==> config.mk <==
export PLATFORM = sky130hd
export DESIGN_NAME = rl_cell_pair_scheduler
export DESIGN_NICKNAME = d
export VERILOG_FILES = /design/src/rtl/rl_cell_pair_scheduler_pkg.sv /design/src/rtl/rl_cell_pair_scheduler.sv
export SDC_FILE = /design/constraint.sdc
export NUM_CORES = 1
export LEC_CHECK = 0
export ABC_AREA = 1
export ABC_CLOCK_PERIOD_IN_PS = 3800
export BUFFER_PORTS_ARGS = -buffer_cell sky130_fd_sc_hd__buf_4
export CAP_MARGIN = 20
export CORE_AREA = 2 2 157 235
export CTS_BUF_LIST = sky130_fd_sc_hd__clkbuf_8
export CTS_CLUSTER_DIAMETER = 40
export DETAILED_ROUTE_END_ITERATION = 8
export DIE_AREA = 0 0 159 237
export SETUP_SLACK_MARGIN = 0.4
export SLEW_MARGIN = 20
export SYNTH_ARGS = -nofsm -noshare
export SYNTH_HDL_FRONTEND = slang
export SYNTH_SLANG_ARGS = --single-unit
==> constraint.sdc <==
create_clock -name clk -period 3.8 [get_ports clk]
set_clock_uncertainty 0.1 [all_clocks]
set_input_delay 0.38 -clock clk [delete_from_list [all_inputs] [get_ports clk]]
set_output_delay 0.38 -clock clk [all_outputs]
set_load 0.03 [all_outputs]
==> src/rtl/rl_cell_pair_scheduler_pkg.sv <==
// Shared RL constants and the cell-pair scheduler state encoding,
// also used by the top-level RL controller.
package rl_cell_pair_scheduler_pkg;

  localparam int RL_NUM_NB_CELL  = 14;
  localparam int RL_DRAIN_CYCLES = 31;

  typedef enum logic [2:0] {
    ST_IDLE  = 3'd0,
    ST_LOAD  = 3'd1,
    ST_RUN   = 3'd2,
    ST_DRAIN = 3'd3,
    ST_DONE  = 3'd4
  } rl_state_t;

endpackage

==> src/rtl/rl_cell_pair_scheduler.sv <==
// Sweeps every (home particle, neighbor particle) pair over the neighbor-cell slots,
// issuing one position-RAM read per cycle; stalls on filter back-pressure.
module rl_cell_pair_scheduler
  import rl_cell_pair_scheduler_pkg::*;
#(
  parameter int NUM_FILTER     = 4,
  parameter int NUM_NB_CELL    = RL_NUM_NB_CELL,
  parameter int ADDR_WIDTH     = 7,
  parameter int CELL_SEL_WIDTH = 4,
  parameter int DRAIN_CYCLES   = RL_DRAIN_CYCLES,
  parameter int CNT_WIDTH      = 24
) (
  input  logic                                 clk,
  input  logic                                 rst,
  input  logic                                 start,
  input  logic                                 abort,
  input  logic [ADDR_WIDTH:0]                  home_count,
  input  logic [NUM_NB_CELL*(ADDR_WIDTH+1)-1:0] nb_count,
  input  logic [NUM_FILTER-1:0]                back_pressure,
  output logic                                 rden,
  output logic [ADDR_WIDTH-1:0]                home_rdaddr,
  output logic [CELL_SEL_WIDTH-1:0]            nb_cell_sel,
  output logic [ADDR_WIDTH-1:0]                nb_rdaddr,
  output logic                                 input_valid,
  output logic [ADDR_WIDTH-1:0]                ref_particle_id,
  output logic [CELL_SEL_WIDTH+ADDR_WIDTH-1:0] neighbor_particle_id,
  output logic                                 busy,
  output logic                                 done,
  output logic [CNT_WIDTH-1:0]                 pair_count
);

  localparam int CW = ADDR_WIDTH + 1;
  localparam int DW = $clog2(DRAIN_CYCLES + 1);

  rl_state_t                      state;
  logic [CELL_SEL_WIDTH-1:0]      cell_ptr;
  logic [ADDR_WIDTH-1:0]          home_ptr;
  logic [ADDR_WIDTH-1:0]          nb_ptr;
  logic [CW-1:0]                  home_q;
  logic [NUM_NB_CELL*CW-1:0]      nb_q;
  logic [DW-1:0]                  drain_cnt;

  logic [CW-1:0] cur_cnt;
  logic          last_nb;
  logic          last_home;
  logic          last_cell;

  // Particle count of the slot currently being swept, from the latched copy.
  always_comb begin
    cur_cnt = '0;
    for (int k = 0; k < NUM_NB_CELL; k++) begin
      if (cell_ptr == CELL_SEL_WIDTH'(k)) cur_cnt = nb_q[k*CW +: CW];
    end
  end

  assign last_nb   = (({1'b0, nb_ptr} + CW'(1)) == cur_cnt);
  assign last_home = (({1'b0, home_ptr} + CW'(1)) == home_q);
  assign last_cell = (cell_ptr == CELL_SEL_WIDTH'(NUM_NB_CELL - 1));

  always_ff @(posedge clk or negedge rst) begin
    if (!rst) begin
      state                <= ST_IDLE;
      cell_ptr             <= '0;
      home_ptr             <= '0;
      nb_ptr               <= '0;
      home_q               <= '0;
      nb_q                 <= '0;
      drain_cnt            <= '0;
      rden                 <= 1'b0;
      home_rdaddr          <= '0;
      nb_cell_sel          <= '0;
      nb_rdaddr            <= '0;
      input_valid          <= 1'b0;
      ref_particle_id      <= '0;
      neighbor_particle_id <= '0;
      busy                 <= 1'b0;
      done                 <= 1'b0;
      pair_count           <= '0;
    end else begin
      // Read data returns one cycle after rden; IDs travel with it.
      input_valid          <= rden;
      ref_particle_id      <= home_rdaddr;
      neighbor_particle_id <= {nb_cell_sel, nb_rdaddr};
      rden                 <= 1'b0;
      done                 <= 1'b0;

      if (abort && state != ST_IDLE) begin
        state <= ST_IDLE;
        busy  <= 1'b0;
      end else begin
        case (state)
          ST_IDLE: begin
            if (start) begin
              state <= ST_LOAD;
              busy  <= 1'b1;
            end
          end

          ST_LOAD: begin
            home_q     <= home_count;
            nb_q       <= nb_count;
            pair_count <= '0;
            cell_ptr   <= '0;
            home_ptr   <= '0;
            nb_ptr     <= '0;
            drain_cnt  <= '0;
            if (home_count == '0) begin
              state <= ST_DONE;
              done  <= 1'b1;
            end else begin
              state <= ST_RUN;
            end
          end

          ST_RUN: begin
            if (back_pressure == '0) begin
              if (cur_cnt == '0) begin
                // Empty slot costs exactly one idle cycle.
                home_ptr <= '0;
                nb_ptr   <= '0;
                if (last_cell) state <= ST_DRAIN;
                else           cell_ptr <= cell_ptr + CELL_SEL_WIDTH'(1);
              end else begin
                rden        <= 1'b1;
                home_rdaddr <= home_ptr;
                nb_cell_sel <= cell_ptr;
                nb_rdaddr   <= nb_ptr;
                pair_count  <= pair_count + CNT_WIDTH'(1);
                if (!last_nb) begin
                  nb_ptr <= nb_ptr + ADDR_WIDTH'(1);
                end else begin
                  nb_ptr <= '0;
                  if (!last_home) begin
                    home_ptr <= home_ptr + ADDR_WIDTH'(1);
                  end else begin
                    home_ptr <= '0;
                    if (last_cell) state <= ST_DRAIN;
                    else           cell_ptr <= cell_ptr + CELL_SEL_WIDTH'(1);
                  end
                end
              end
            end
          end

          ST_DRAIN: begin
            if (drain_cnt == DW'(DRAIN_CYCLES - 1)) begin
              drain_cnt <= '0;
              state     <= ST_DONE;
              done      <= 1'b1;
            end else begin
              drain_cnt <= drain_cnt + DW'(1);
            end
          end

          ST_DONE: begin
            state <= ST_IDLE;
            busy  <= 1'b0;
          end

          default: begin
            state <= ST_IDLE;
            busy  <= 1'b0;
          end
        endcase
      end
    end
  end

endmodule

==> summary.md <==
| Metric | Value |
|---|---|
| Outcome | `completed` |
| Top cells by area, synth | `dfrtp_1 (50%), mux2_2 (11%), nand2_1 (11%), inv_1 (3.8%), nor2_1 (3.4%)` |
| R2R cell count | `16` |
| GRT Total Usage | `16.9%` |
| Clk buf depth | `3` |
| # rows | `85` |
| Drt wl/cell | `16.0 µm` |
| Fillers | `about 3600` |
| Hold Path Depth | `3` |
| Cell internal pwr | `5.79 mW` |
| Vias per cell | `between 4 and 5` |
| Antenna Nets Post-Route | `0` |
| Post-synth cell types | `44` |
| Placed insts | `around 1800` |
| Post-Synth Simple-Gate Area | `a little under a quarter` |
| Fmax achieved | `0.318 GHz` |
| VDD IR max | `0.000261 V` |
| Initial DRC count | `327` |
| Largest net degree at the start of global routing | `a little over 100` |
| Multi-input logic area | `between 4000 and 5000 µm²` |
| Later-pin clock latency in the skew report | `550 ps` |
| Synthesis-stage register bit count | `between 200 and 250` |
| First-pass GRT wire length | `roughly 50000 µm` |
| # H-tree levels | `2` |
| Critical path arrival | `between 3000 and 4000 ps` |
| Most common cell in the netlist | `nand2_1` |
| Max Fanout on Critical Path | `14` |
| Final Non-Filler Cells | `between 2000 and 2500` |
| MaxCap Viol Count | `0` |
| CP Cell Sequence | `inv_2, ha_4, inv_1, nor3_1, inv_1, or2_2, nand2_1, nand2_1, nor2_2, nand2_4, nand2_4, inv_2, nand2_8, nand2_1, nand3_1, nand2_1` |
| Seq/Total Area, Yosys | `approximately 50%` |
| Syn Inst Count | `around 1200` |
| Slew Limit Fails | `0` |
| Worst-Margin Slew | `822 ps` |
| Sequential Power Share | `between 30% and 40%` |
| Ports | `192` |
| Critical-path top delay cell | `dfrtp_2` |
| Endpoints failing hold | `0` |
| Critical Path RT | `4120 ps` |
| Hold Crit Class | `primary input to flip-flop` |
| Post-synthesis compound-gate area fraction | `between 4 and 5%` |
| Clk sinks | `210` |
| XOR/XNOR Fraction of Synth Area | `2.99%` |
| RSZ-0062 raised after global routing | `false` |
| Iteration count of the initial detailed-routing pass | `5` |
| Setup TNS | `0 ps` |
| Prevailing post-synth register cell | `dfrtp_1` |
| Die area | `37700 µm²` |
| Layout cells sized above 1 | `approximately 29%` |
| Largest family of logic cells by synthesized area | `simple AND/OR/NAND/NOR gates` |
| Vias in the first global route | `9588` |
| Routability congestion estimate | `around 0.86` |
| Net switching power | `~3.0 mW` |
| Crit Path Class | `flip-flop to flip-flop` |
| Initial core utilization | `29.5%` |
| Yosys warnings | `0` |
| Critical path startpoint category | `flip-flop` |
| Top delay family on crit path | `simple AND/OR/NAND/NOR gates` |
| Core Area | `35700 µm²` |
| Period utilization | `82.7%` |
| Post-synth EDFFs | `0` |
| Die height | `~240 µm` |
| LEAKAGE | `7.02 nW` |
| Final-stage net count | `around 1600` |
| Area occupied by registers | `roughly 5300 µm²` |
| Slew HR | `between 40% and 50%` |
| Worst Setup End Kind | `flip-flop` |
| Worst Path Buf+Inv | `4` |
| Syn-to-layout area delta | `39.8%` |
| Total Wirelength | `32200 µm` |
| Final setup fails | `0` |
| Hold_ws | `41.0 ps` |
| Vias | `9086` |
| Most used cell, CP | `nand2_1` |
| Combinational fraction of design power | `between 30 and 40%` |
| Post-synthesis cell area | `10500 µm²` |
| Port bufs | `about 190` |
| CTS tree | `built` |
| DP Wirelength | `around 23000 µm` |
| Ys async rst share | `100%` |
| Grt ovf | `0` |
| Clock transition at path regs | `~60 ps` |
| Sw frac | `about 34%` |
| Mux contribution to synthesized area | `between 10% and 20%` |
| Post-synth top cells | `nand2_1 (308), dfrtp_1 (210), inv_1 (108)` |
| DIE WIDTH | `159 µm` |
| Adder-cell share of the synthesized area | `1.07%` |
| Share of the synthesized area in the top cell type | `between 40% and 50%` |
| Largest stage delay, worst path | `about 450 ps` |
| Drt drc | `0` |
| Area leader, netlist | `dfrtp_1` |
| Initial antenna violation count | `1` |
| Critical path depth in cells | `16` |
| Syn_nets | `around 1300` |
| Mapped Avg Cell Area | `around 9.0 µm²` |
| PwrDens | `599 nW/µm²` |
| Cts bufs inserted | `40` |
| Clk pwr share | `28.2%` |
| Clock root cell | `clkbuf_8` |
| Crit path time final | `around 3100 ps` |
-- power groups by stage --
stage | combinational (mW) | sequential [mW] | clock, mW
4_1_cts | 2.86 | 3.45 | 2.56
3_3_place_gp | 2.68 | 3.47 | 0
3_5_place_dp | 2.74 | 3.48 | 0
6_report | 2.88 | 3.46 | 2.48
5_1_grt | 3.18 | 3.53 | 2.65
2_1_floorplan | 1.99 | 3.32 | 0
-- placed cells by master, fill, tap and decap left out, types with 2 or more instances in the layout --
| cell | count |
|---|---|
| nor2_4 | 3 |
| dfrtp_2 | 2 |
| o22ai_1 | 8 |
| nor2_2 | 4 |
| ha_1 | 6 |
| clkbuf_8 | 51 |
| clkinvlp_4 | 2 |
| dfrtp_1 | 207 |
| nand4_4 | 2 |
| nand4_1 | 26 |
| nand2_1 | 307 |
| nand3_1 | 58 |
| o21ai_1 | 14 |
| nand2_8 | 2 |
| o21ai_2 | 7 |
| xnor2_1 | 5 |
| buf_4 | 205 |
| mux2_2 | 106 |
| inv_4 | 4 |
| nand2_2 | 2 |
| nor2_1 | 94 |
| inv_2 | 10 |
| bufinv_16 | 4 |
| ha_4 | 3 |
| nand2_4 | 5 |
| nor3_1 | 14 |
| buf_12 | 3 |
| or2_2 | 23 |
| nor4_1 | 9 |
| a21oi_1 | 19 |
| clkinv_2 | 3 |
| inv_1 | 114 |
| o21ai_0 | 37 |
| xor2_1 | 31 |
| nand3b_1 | 4 |
| dlygate4sd3_1 | 118 |
| and3_1 | 2 |
-- through the flow --
stage	cell area, µm²	setup WS (ps)	total power, mW	util, %
floorplan	10500	980	5.31	-
global placement	12500	357	6.15	35.0
detailed placement	12500	277	6.22	35.0
CTS	14600	410	8.87	40.9
finish	14700	656	8.82	41.2
global route	14700	396	9.36	41.2
-- sequential cells by signal, summed over array words and instances (netlist names) --
name and count:
nb_q 112, pair_count 24, neighbor_particle_id 11, home_q 8, home_ptr 7, home_rdaddr 7, nb_ptr 7, nb_rdaddr 7
ref_particle_id 7, drain_cnt 5, cell_ptr 4, nb_cell_sel 4, state 3, busy 1, done 1, input_valid 1
rden 1
-- logic make-up (layout without fill, tap and decap cells) --
| kind of cell | after synthesis | in the layout |
|---|---|---|
| XOR/XNOR | 36 | 36 |
| AO/OA/AOI/OAI | 89 | 89 |
| AND/OR/NAND/NOR | 561 | 563 |
| flip-flops | 210 | 210 |
| adder cells (fa/ha/maj) | 9 | 9 |
| multiplexers | 106 | 106 |
| buffers and inverters | 162 | 517 |
| other | 0 | 1 |
-- area by class of cell --
cell class / count / area share (%)
flip-flops and latches: 210 / 35.7
multi-input cells: 803 / 32.1
repair buffers: 327 / 19.0
clock buffers: 51 / 4.76
well taps: 478 / 4.06
inverters: 120 / 3.12
clock inverters: 19 / 1.31
diodes: 1 / 0.0170
-- path summary, 6_finish.rpt --
| check | from | to | slack (ps) |
|---|---|---|---|
| worst max-delay path | cell_ptr[1]$_DFFE_PN0P_ | state[1]$_DFFE_PN0P_ | 660 |
| worst min-delay path | home_count[0] | home_q[0]$_DFFE_PN0P_ | 40 |
| worst max register to register | cell_ptr[1]$_DFFE_PN0P_ | state[1]$_DFFE_PN0P_ | 660 |
| worst min register to register | rden$_DFF_PN0_ | input_valid$_DFF_PN0_ | 280 |
| max in group asynchronous | rst | nb_q[2]$_DFFE_PN0P_ | 2260 |
| min in group asynchronous | rst | nb_q[77]$_DFFE_PN0P_ | 380 |
-- tightest hold or removal path: cells and delay by family --
| kind | cells | cell delay (ps) |
|---|---|---|
| AO/OA/AOI/OAI | 1 | 140 |
| buffers and inverters | 2 | 120 |
-- layer usage --
layer  part of all wire, %  vias to the layer above  global-route usage, %
met5                     0                        -                      0
met4                   4.3                        0                   8.04
met3                   3.9                       76                   2.75
met2                    53                      219                   31.7
met1                    39                     4333                   18.6
li1                      -                     4458                      -
-- timing repair --
action | in CTS | in global routing
setup endpoints to repair | 48 | 63
cloned | 1 | 1
gates resized for setup | 3 | 25
hold buffers | 118 | 0
buffers inserted | 0 | 3
pin swaps | 0 | 1
endpoints found under the hold margin | 215 | 0
No activity file was read; power rests on OpenSTA's default activity.
